--- src/rtl/keypad_bcd_entry.sv ---
// rtl/keypad_bcd_entry.sv - 4x4 keypad scanner, debouncer and 4-digit BCD entry register
//
// Scans a 4x4 active-low matrix keypad and debounces complete scans. Accepted decimal
// keys are shifted into a 4-digit BCD word. A clears the word and B is backspace.
// Optional feature macro: KEYPAD_AUTOREPEAT_EN. When it is defined, a held key
// repeats every REPEAT_SCANS scans.
//
// Ports:
//   CLK_50M    in   system clock
//   RST        in   synchronous active-low reset
//   key_row    in   [3:0] keypad rows, active-low, asynchronous to CLK_50M
//   key_col    out  [3:0] column drive, active-low, one-hot-low
//   data       out  [15:0] BCD entry, [15:12] is the most significant digit
//   key_valid  out  one-cycle pulse per accepted key event
//   key_code   out  [3:0] code of the last accepted key
//   digit_cnt  out  [2:0] number of entered digits, 0..4
module keypad_bcd_entry #(
  parameter int SCAN_DIV       = 50000,
  parameter int DEBOUNCE_SCANS = 4,
  parameter int REPEAT_SCANS   = 250
) (
  input  logic        CLK_50M,
  input  logic        RST,
  input  logic [3:0]  key_row,
  output logic [3:0]  key_col,
  output logic [15:0] data,
  output logic        key_valid,
  output logic [3:0]  key_code,
  output logic [2:0]  digit_cnt
);

  localparam int DIV_W = $clog2(SCAN_DIV);

  typedef enum logic [1:0] {IDLE, PRESS, HELD, RELEASE} state_t;

  logic [DIV_W-1:0] div_cnt;
  logic [1:0]       col_idx;
  logic [1:0]       col_nxt;
  logic [3:0]       row_s1, row_s2;
  logic [15:0]      hits;       // pressed bits of the scan in progress, idx = row*4+col
  logic [15:0]      full_hits;  // hits with column 3 taken from the live sample
  logic             tick, scan_done;
  logic             res_valid;
  logic [3:0]       res_idx;
  logic [3:0]       res_code;
  logic             accept;

  state_t           state;
  logic [3:0]       cand;
  logic [3:0]       cnt;
`ifdef KEYPAD_AUTOREPEAT_EN
  localparam int REP_W = $clog2(REPEAT_SCANS + 1);
  logic [REP_W-1:0] rep_cnt;
`endif

  function automatic logic [3:0] key_map(input logic [3:0] idx);
    case (idx)
      4'd0:  key_map = 4'h1;
      4'd1:  key_map = 4'h2;
      4'd2:  key_map = 4'h3;
      4'd3:  key_map = 4'hA;
      4'd4:  key_map = 4'h4;
      4'd5:  key_map = 4'h5;
      4'd6:  key_map = 4'h6;
      4'd7:  key_map = 4'hB;
      4'd8:  key_map = 4'h7;
      4'd9:  key_map = 4'h8;
      4'd10: key_map = 4'h9;
      4'd11: key_map = 4'hC;
      4'd12: key_map = 4'hE;
      4'd13: key_map = 4'h0;
      4'd14: key_map = 4'hF;
      default: key_map = 4'hD;
    endcase
  endfunction

  assign tick      = (div_cnt == DIV_W'(SCAN_DIV - 1));
  assign scan_done = tick && (col_idx == 2'd3);
  assign col_nxt   = tick ? col_idx + 2'd1 : col_idx;

  always_ff @(posedge CLK_50M) begin
    if (!RST) begin
      row_s1  <= 4'b1111;
      row_s2  <= 4'b1111;
      div_cnt <= '0;
      col_idx <= 2'd0;
      hits    <= '0;
      key_col <= 4'b1111;
    end else begin
      row_s1  <= key_row;
      row_s2  <= row_s1;
      key_col <= ~(4'b0001 << col_nxt);
      if (tick) begin
        div_cnt <= '0;
        col_idx <= col_nxt;
        for (int r = 0; r < 4; r++) hits[{2'(r), col_idx}] <= ~row_s2[r];
      end else begin
        div_cnt <= div_cnt + 1'b1;
      end
    end
  end

  // Column 3 is sampled on the scan_done tick itself, so its bits are merged live.
  always_comb begin
    full_hits = hits;
    for (int r = 0; r < 4; r++) full_hits[{2'(r), 2'd3}] = ~row_s2[r];
    res_valid = 1'b0;
    res_idx   = 4'd0;
    // Descending loop so the lowest pressed index wins.
    for (int i = 15; i >= 0; i--) begin
      if (full_hits[i]) begin
        res_valid = 1'b1;
        res_idx   = 4'(i);
      end
    end
    res_code = key_map(res_idx);
  end

  always_comb begin
    accept = 1'b0;
    if (scan_done && res_valid) begin
      case (state)
        IDLE:  accept = (DEBOUNCE_SCANS == 1);
        PRESS: accept = (res_idx == cand) && (({1'b0, cnt} + 5'd1) == 5'(DEBOUNCE_SCANS));
`ifdef KEYPAD_AUTOREPEAT_EN
        HELD:  accept = (res_idx == cand) &&
                        (({1'b0, rep_cnt} + 1'b1) == (REP_W + 1)'(REPEAT_SCANS));
`endif
        default: accept = 1'b0;
      endcase
    end
  end

  always_ff @(posedge CLK_50M) begin
    if (!RST) begin
      state     <= IDLE;
      cand      <= 4'd0;
      cnt       <= 4'd0;
      key_valid <= 1'b0;
      key_code  <= 4'd0;
      data      <= 16'h0000;
      digit_cnt <= 3'd0;
`ifdef KEYPAD_AUTOREPEAT_EN
      rep_cnt   <= '0;
`endif
    end else begin
      key_valid <= accept;
      if (accept) begin
        key_code <= res_code;
        if (res_code <= 4'd9) begin
          data      <= {data[11:0], res_code};
          digit_cnt <= (digit_cnt == 3'd4) ? 3'd4 : digit_cnt + 3'd1;
        end else if (res_code == 4'hA) begin
          data      <= 16'h0000;
          digit_cnt <= 3'd0;
        end else if (res_code == 4'hB) begin
          data      <= {4'h0, data[15:4]};
          digit_cnt <= (digit_cnt == 3'd0) ? 3'd0 : digit_cnt - 3'd1;
        end
      end

      if (scan_done) begin
        case (state)
          IDLE: if (res_valid) begin
            cand  <= res_idx;
            cnt   <= 4'd1;
            state <= (DEBOUNCE_SCANS == 1) ? HELD : PRESS;
`ifdef KEYPAD_AUTOREPEAT_EN
            rep_cnt <= '0;
`endif
          end
          PRESS: if (res_valid && res_idx == cand) begin
            cnt <= cnt + 4'd1;
            if (accept) begin
              state <= HELD;
`ifdef KEYPAD_AUTOREPEAT_EN
              rep_cnt <= '0;
`endif
            end
          end else begin
            state <= IDLE;
          end
          HELD: if (!res_valid) begin
            cnt   <= 4'd1;
            state <= (DEBOUNCE_SCANS == 1) ? IDLE : RELEASE;
`ifdef KEYPAD_AUTOREPEAT_EN
          end else if (res_idx == cand) begin
            rep_cnt <= accept ? '0 : rep_cnt + 1'b1;
`endif
          end
          RELEASE: if (res_valid) begin
            state <= HELD;
`ifdef KEYPAD_AUTOREPEAT_EN
            rep_cnt <= '0;
`endif
          end else begin
            cnt <= cnt + 4'd1;
            if (({1'b0, cnt} + 5'd1) == 5'(DEBOUNCE_SCANS)) state <= IDLE;
          end
          default: state <= IDLE;
        endcase
      end
    end
  end

endmodule

--- config.mk ---
export PLATFORM = sky130hd
export DESIGN_NAME = keypad_bcd_entry
export DESIGN_NICKNAME = d
export VERILOG_FILES = /design/src/rtl/keypad_bcd_entry.sv
export SDC_FILE = /design/constraint.sdc
export NUM_CORES = 1
export LEC_CHECK = 0
export ABC_AREA = 1
export CORE_AREA = 3 3 102 104
export DETAILED_ROUTE_END_ITERATION = 16
export DIE_AREA = 0 0 105 107
export GPL_ROUTABILITY_DRIVEN = 0
export GPL_TIMING_DRIVEN = 1
export PLACE_DENSITY = 0.61
export SLEW_MARGIN = 20
export SYNTH_ARGS = -nofsm -noshare
export SYNTH_HDL_FRONTEND = slang
export SYNTH_SLANG_ARGS = --single-unit
--- constraint.sdc ---
create_clock -name CLK_50M -period 7.8 [get_ports CLK_50M]
set_input_delay 1.95 -clock CLK_50M [delete_from_list [all_inputs] [get_ports CLK_50M]]
set_output_delay 1.95 -clock CLK_50M [all_outputs]
set_load 0.02 [all_outputs]
# ---- Word-level counts from Yosys, hierarchy flattened
# Memories as Yosys holds them, arrays and structs flattened.
# Index checks and enable logic that the tools add are counted.
dict set report op_classes {
  n_addsub 6
  n_lt_le_gt_ge 9
  eq_ne 16
  shifts 1
  mux 67
  bitwise 6
  n_reduce_logical 16
}
# cell n
set ops {}
lappend ops {{4-bit 2-to-1 mux} 20}
lappend ops {{16-bit bitwise mux} 4}
lappend ops {{16-bit 2-to-1 mux} 3}
lappend ops {{1-bit 2-to-1 mux} 22}
lappend ops {{16-bit by 1-bit adder with 16-bit output, second input constant} 1}
lappend ops {{16-bit equality test, second input constant} 1}
lappend ops {{4-bit case mux with 4 select lines} 1}
lappend ops {{3-bit 2-to-1 mux} 5}
lappend ops {{2-bit 2-to-1 mux} 7}
lappend ops {{4-bit by 5-bit < comparator with 1-bit output, second input constant} 2}
lappend ops {{5-bit AND reduction} 2}
lappend ops {{1-bit demux with 2-bit select} 4}
lappend ops {{4-bit equality test, second input constant} 2}
lappend ops {{4-bit by 1-bit >= comparator with 1-bit output, second input constant} 2}
lappend ops {{1-bit logical AND} 8}
lappend ops {{2-bit != test, second input constant} 4}
lappend ops {{2-bit case mux with 4 select lines} 1}
lappend ops {{2-bit equality test, second input constant} 3}
lappend ops {{3-bit != test, second input constant} 2}
lappend ops {{4-bit by 1-bit adder with 5-bit output, second input constant} 1}
lappend ops {{5-bit by 3-bit equality test with 1-bit output, second input constant} 1}
lappend ops {{2-bit by 5-bit < comparator with 1-bit output, second input constant} 1}
lappend ops {{3-bit by 5-bit < comparator with 1-bit output, second input constant} 1}
lappend ops {{1-bit inverter} 5}
lappend ops {{18 further kinds} 18}
dict set report totals {
  reg_bits 80
  romBits 64
  in_bits 6
  out_inout_bits 28
  wordCells 135
  memories 1
}
# name words width rd rd_ports_with_merged_regs wr line_no
set mem_list {}
lappend mem_list {{(name not given)} 16 4 1 0 0 57} ;# case (idx)

# ---- Logic depth before layout (Yosys ltp)
dict set report depth {
  word_depth 23
  ltp_mapped 30
  mapped_depth_nobuf 30
}

# ---- Worst setup path before layout
# No wires, ideal clock.
dict set report synth_path {
  path_kind {input -> register}
  from {in RST}
  to {reg div_cnt[13]}
  setup_time_ps 79
  arrival_time_ps 2696
  t_required_ps 7721
  path_slack_ps 5026
  path_stages 4
  n_path_buf 0
  path_cell_list {inv_1 > nor2_1 > clkinv_1 > nor3_1}
}
dict set report synth_between {
  elab_chain_cells 2
}
# item line_no
set synth_lines {}
lappend synth_lines {{from (decl)} 23} ;# input logic RST,
lappend synth_lines {{1-bit inverter (no source line)} n/a}
lappend synth_lines {{2-bit OR reduction (no source line)} n/a}
lappend synth_lines {{to (signal assigned)} 98} ;# div_cnt <= div_cnt + 1'b1;
lappend synth_lines {{to (decl)} 36} ;# logic [DIV_W-1:0] div_cnt;
# No other way between the ends.
# A chain may end at the register's enable or synchronous reset.

# ---- Final worst setup path
# Ends and elaborated chain as after synthesis.

==> results.md <==
* Endpoints failing setup at 0
* Worst reg2reg path endpoint: data[2]$_SDFFE_PN0P_
* Largest area contributor in the netlist: dfxtp_1
* Peak supply drop at 0.000101 V
* Vias post-DR at 3303
* Yosys warning count at 0
* Comb pwr share at 0.089
* CP Launch Type: input port
* Residual DRC count at 0
* Number of detailed-route iterations in the first pass at 4
* Routed vias/inst at 4.78
* Max_cap viols at 0
* Final Routed Wirelength at 7860 µm
* Status: complete, no violations
* Critical path class: input port to flip-flop
* Synthesized area at 0.00383 mm²
* Leak at 1.88 nW
* Clock slew seen by the registers of the worst setup and hold paths at 0.08 ns
* Antenna-violating nets left at 0
* Hold buffer count at CTS at 0
* Crit path max fanout at 41
* Layout cells sized above 1 at 0.120
* Top cell type's share of synthesized area at 0.397
* CTS buffer count at 9
* Cts repair resizes at 0
* Synthesis-to-finish area growth at 17.9%
* Dpl ws at 3.57 ns
* Slew margin rel. at 0.565
* Worst R2R Path Depth at 27
* TritonCTS sink count at 76
* CP Data Required Time at 8.06 ns
* Final period util at 0.494
* WL/cell at 11.4 µm
* Main flop type after synthesis: dfxtp_1
* DP Area at 0.00429 mm²
* Post-Syn Nets at 539
* Syn_area_per_cell at 7.42 µm²
* Asr flop ratio synth at 0
* WHS Path Cells at 1
* # IOs at 34
* Top cells by count, synth: nand2_1 (85), dfxtp_1 (76), inv_1 (66)
* Htree depth at 3
* Slew Viols, Final at 0
* Worst hold path startpoint: row_s1[3]$_SDFF_PN1_
* CP endpoint kind: flip-flop
* Main area contributors after synthesis: dfxtp_1 (40%), nand2_1 (8.3%), a21oi_1 (7.3%), inv_1 (6.5%), o21ai_0 (5.7%)
* Final TNS setup at 0 ns
* Post-Syn Instances at 517
* Post-route cell area at 0.00452 mm²
* Die area at 0.0112 mm²
* Number of port buffers at 33
* Vias in the first global route at 3132
* Unrepaired setup endpoints after global routing: false
* Worst Setup Slack, final at 3.95 ns
* Psw at 0.207 mW
* FF+latch area at 0.00152 mm²
* Fmax at 260 MHz
* Most common cell in the netlist: nand2_1
* Initial antenna violation count at 0
* Dpl hpwl at 5740 µm
* R2R Setup Slk at 4.96 ns
* Die span in x at 105 µm
* DRT iter0 DRCs at 136
* Total GRT Usage at 0.151
* Critical path arrival at 4.11 ns
* Fin. Hold Viols at 0
* Largest net degree at the start of global routing at 42
* Yosys reg bits at 76
* Switching share of power at 0.255
* CTS tree: done
* Clock power share at 0.427
* Internal Power at 0.605 mW
* FF-to-FF Start: row_s2[3]$_SDFF_PN1_
* Nets@finish at 575
* Pwr dens at 180 mW/mm²
* Post-synthesis sequential area ratio at 0.397
* First-pass GRT wire length at 14000 µm
* Die Ht at 107 µm
* HP Class: flip-flop to flip-flop
* Cell variety after synth at 42
* Clk_lat worst skew at 0.35 ns
* Post-CTS Setup Bufs at 0
* Final Skew at 0.0137 ns
* Register share of total power at 0.484
* N_diodes at 0
* CTS root buf: clkbuf_8
* Multi-input logic area at 0.00199 mm²
* Bufs on Longest Clock Path at 2
* Fill cells at 1021
* EDFF count, synth at 0
* Worst slew pin tran at 0.647 ns
* Worst Hold End: row_s2[3]$_SDFF_PN1_
* Initial Util at 0.398
* Final Critical Period at 3.85 ns
* # rows at 36
* Gr ovfl total at 0
* Core ar. at 0.00964 mm²
-- flip-flops by register name (all words and copies together) (netlist names) --
register / count
cand: 4
cnt: 4
col_idx: 2
data: 16
digit_cnt: 3
div_cnt: 16
hits: 12
key_code: 4
key_col: 4
key_valid: 1
row_s1: 4
row_s2: 4
state: 2
-- power groups by stage --
stage	sequential (mW)	combinational, mW	clock, mW
after global routing	0.394	0.0833	0.374
final	0.393	0.0726	0.347
after CTS	0.393	0.0734	0.361
after detailed placement	0.402	0.0730	0
after floorplan	0.402	0.0581	0
after global placement	0.402	0.0722	0
-- cell usage in the layout, fill, tap and decap left out, drive strengths merged, types with 6 or more instances in the layout --
cell type,Yosys,layout
nand2,93,93
dfxtp,76,76
inv,72,74
nor2,66,66
a21oi,58,58
o21ai,51,51
clkdlybuf4s50,0,33
nand3,28,28
ha,16,16
clkbuf,5,10
or2,9,9
nand4,9,9
nor3,9,9
xor2,6,6
-- cell families (layout without fill, tap and decap cells) --
kind of cell             after synthesis  count (layout)  share of synthesized area
AND/OR/NAND/NOR                      219             219                      0.278
flip-flops                            76              76                      0.397
buffers and inverters                 83             124                     0.0852
adder cells (fa/ha/maj)               16              16                     0.0522
AO/OA/AOI/OAI                        115             115                      0.169
XOR/XNOR                               8               8                     0.0183
-- worst max-delay path by stage --
stage | start | end | slack (ns) | cells past startpoint
floorplan | RST | div_cnt[13]$_SDFF_PP0_ | 5.03 | 4
global placement | RST | div_cnt[13]$_SDFF_PP0_ | 3.67 | 6
detailed placement | RST | div_cnt[13]$_SDFF_PP0_ | 3.57 | 6
CTS | RST | div_cnt[13]$_SDFF_PP0_ | 3.95 | 6
global route | RST | div_cnt[2]$_SDFF_PP0_ | 3.71 | 6
finish | RST | div_cnt[13]$_SDFF_PP0_ | 3.95 | 6
-- through the flow --
stage               hold WS, ns  power, mW   util  instances
floorplan                 0.393      0.460      -        517
global placement          0.398      0.474  0.445        675
detailed placement        0.397      0.475  0.445        675
CTS                       0.411      0.827  0.469        691
global route              0.427      0.851  0.469        691
finish                    0.415      0.812  0.469        691
-- routing by layer --
| metal | wire (µm) | GRT usage |
|---|---|---|
| met1 | 3970 | 0.194 |
| met3 | 237 | 0.0391 |
| met4 | 81 | 0.0450 |
| met2 | 3560 | 0.250 |
| met5 | 0 | 0 |
-- area by class of cell --
class                   count  area share
multi-input cells         358       0.439
flip-flops and latches     76       0.336
repair buffers             34      0.0747
inverters                  74      0.0617
well taps                 133      0.0368
clock buffers              10      0.0304
clock inverters             6      0.0207
-- worst max-delay path, stage by stage --
cell	delay [ns]
clkdlybuf4s50_1	0.45
buf_4	0.33
inv_1	0.32
nor2_1	0.44
clkinv_1	0.36
nor3_1	0.26
No activity file was read; power rests on OpenSTA's default activity.
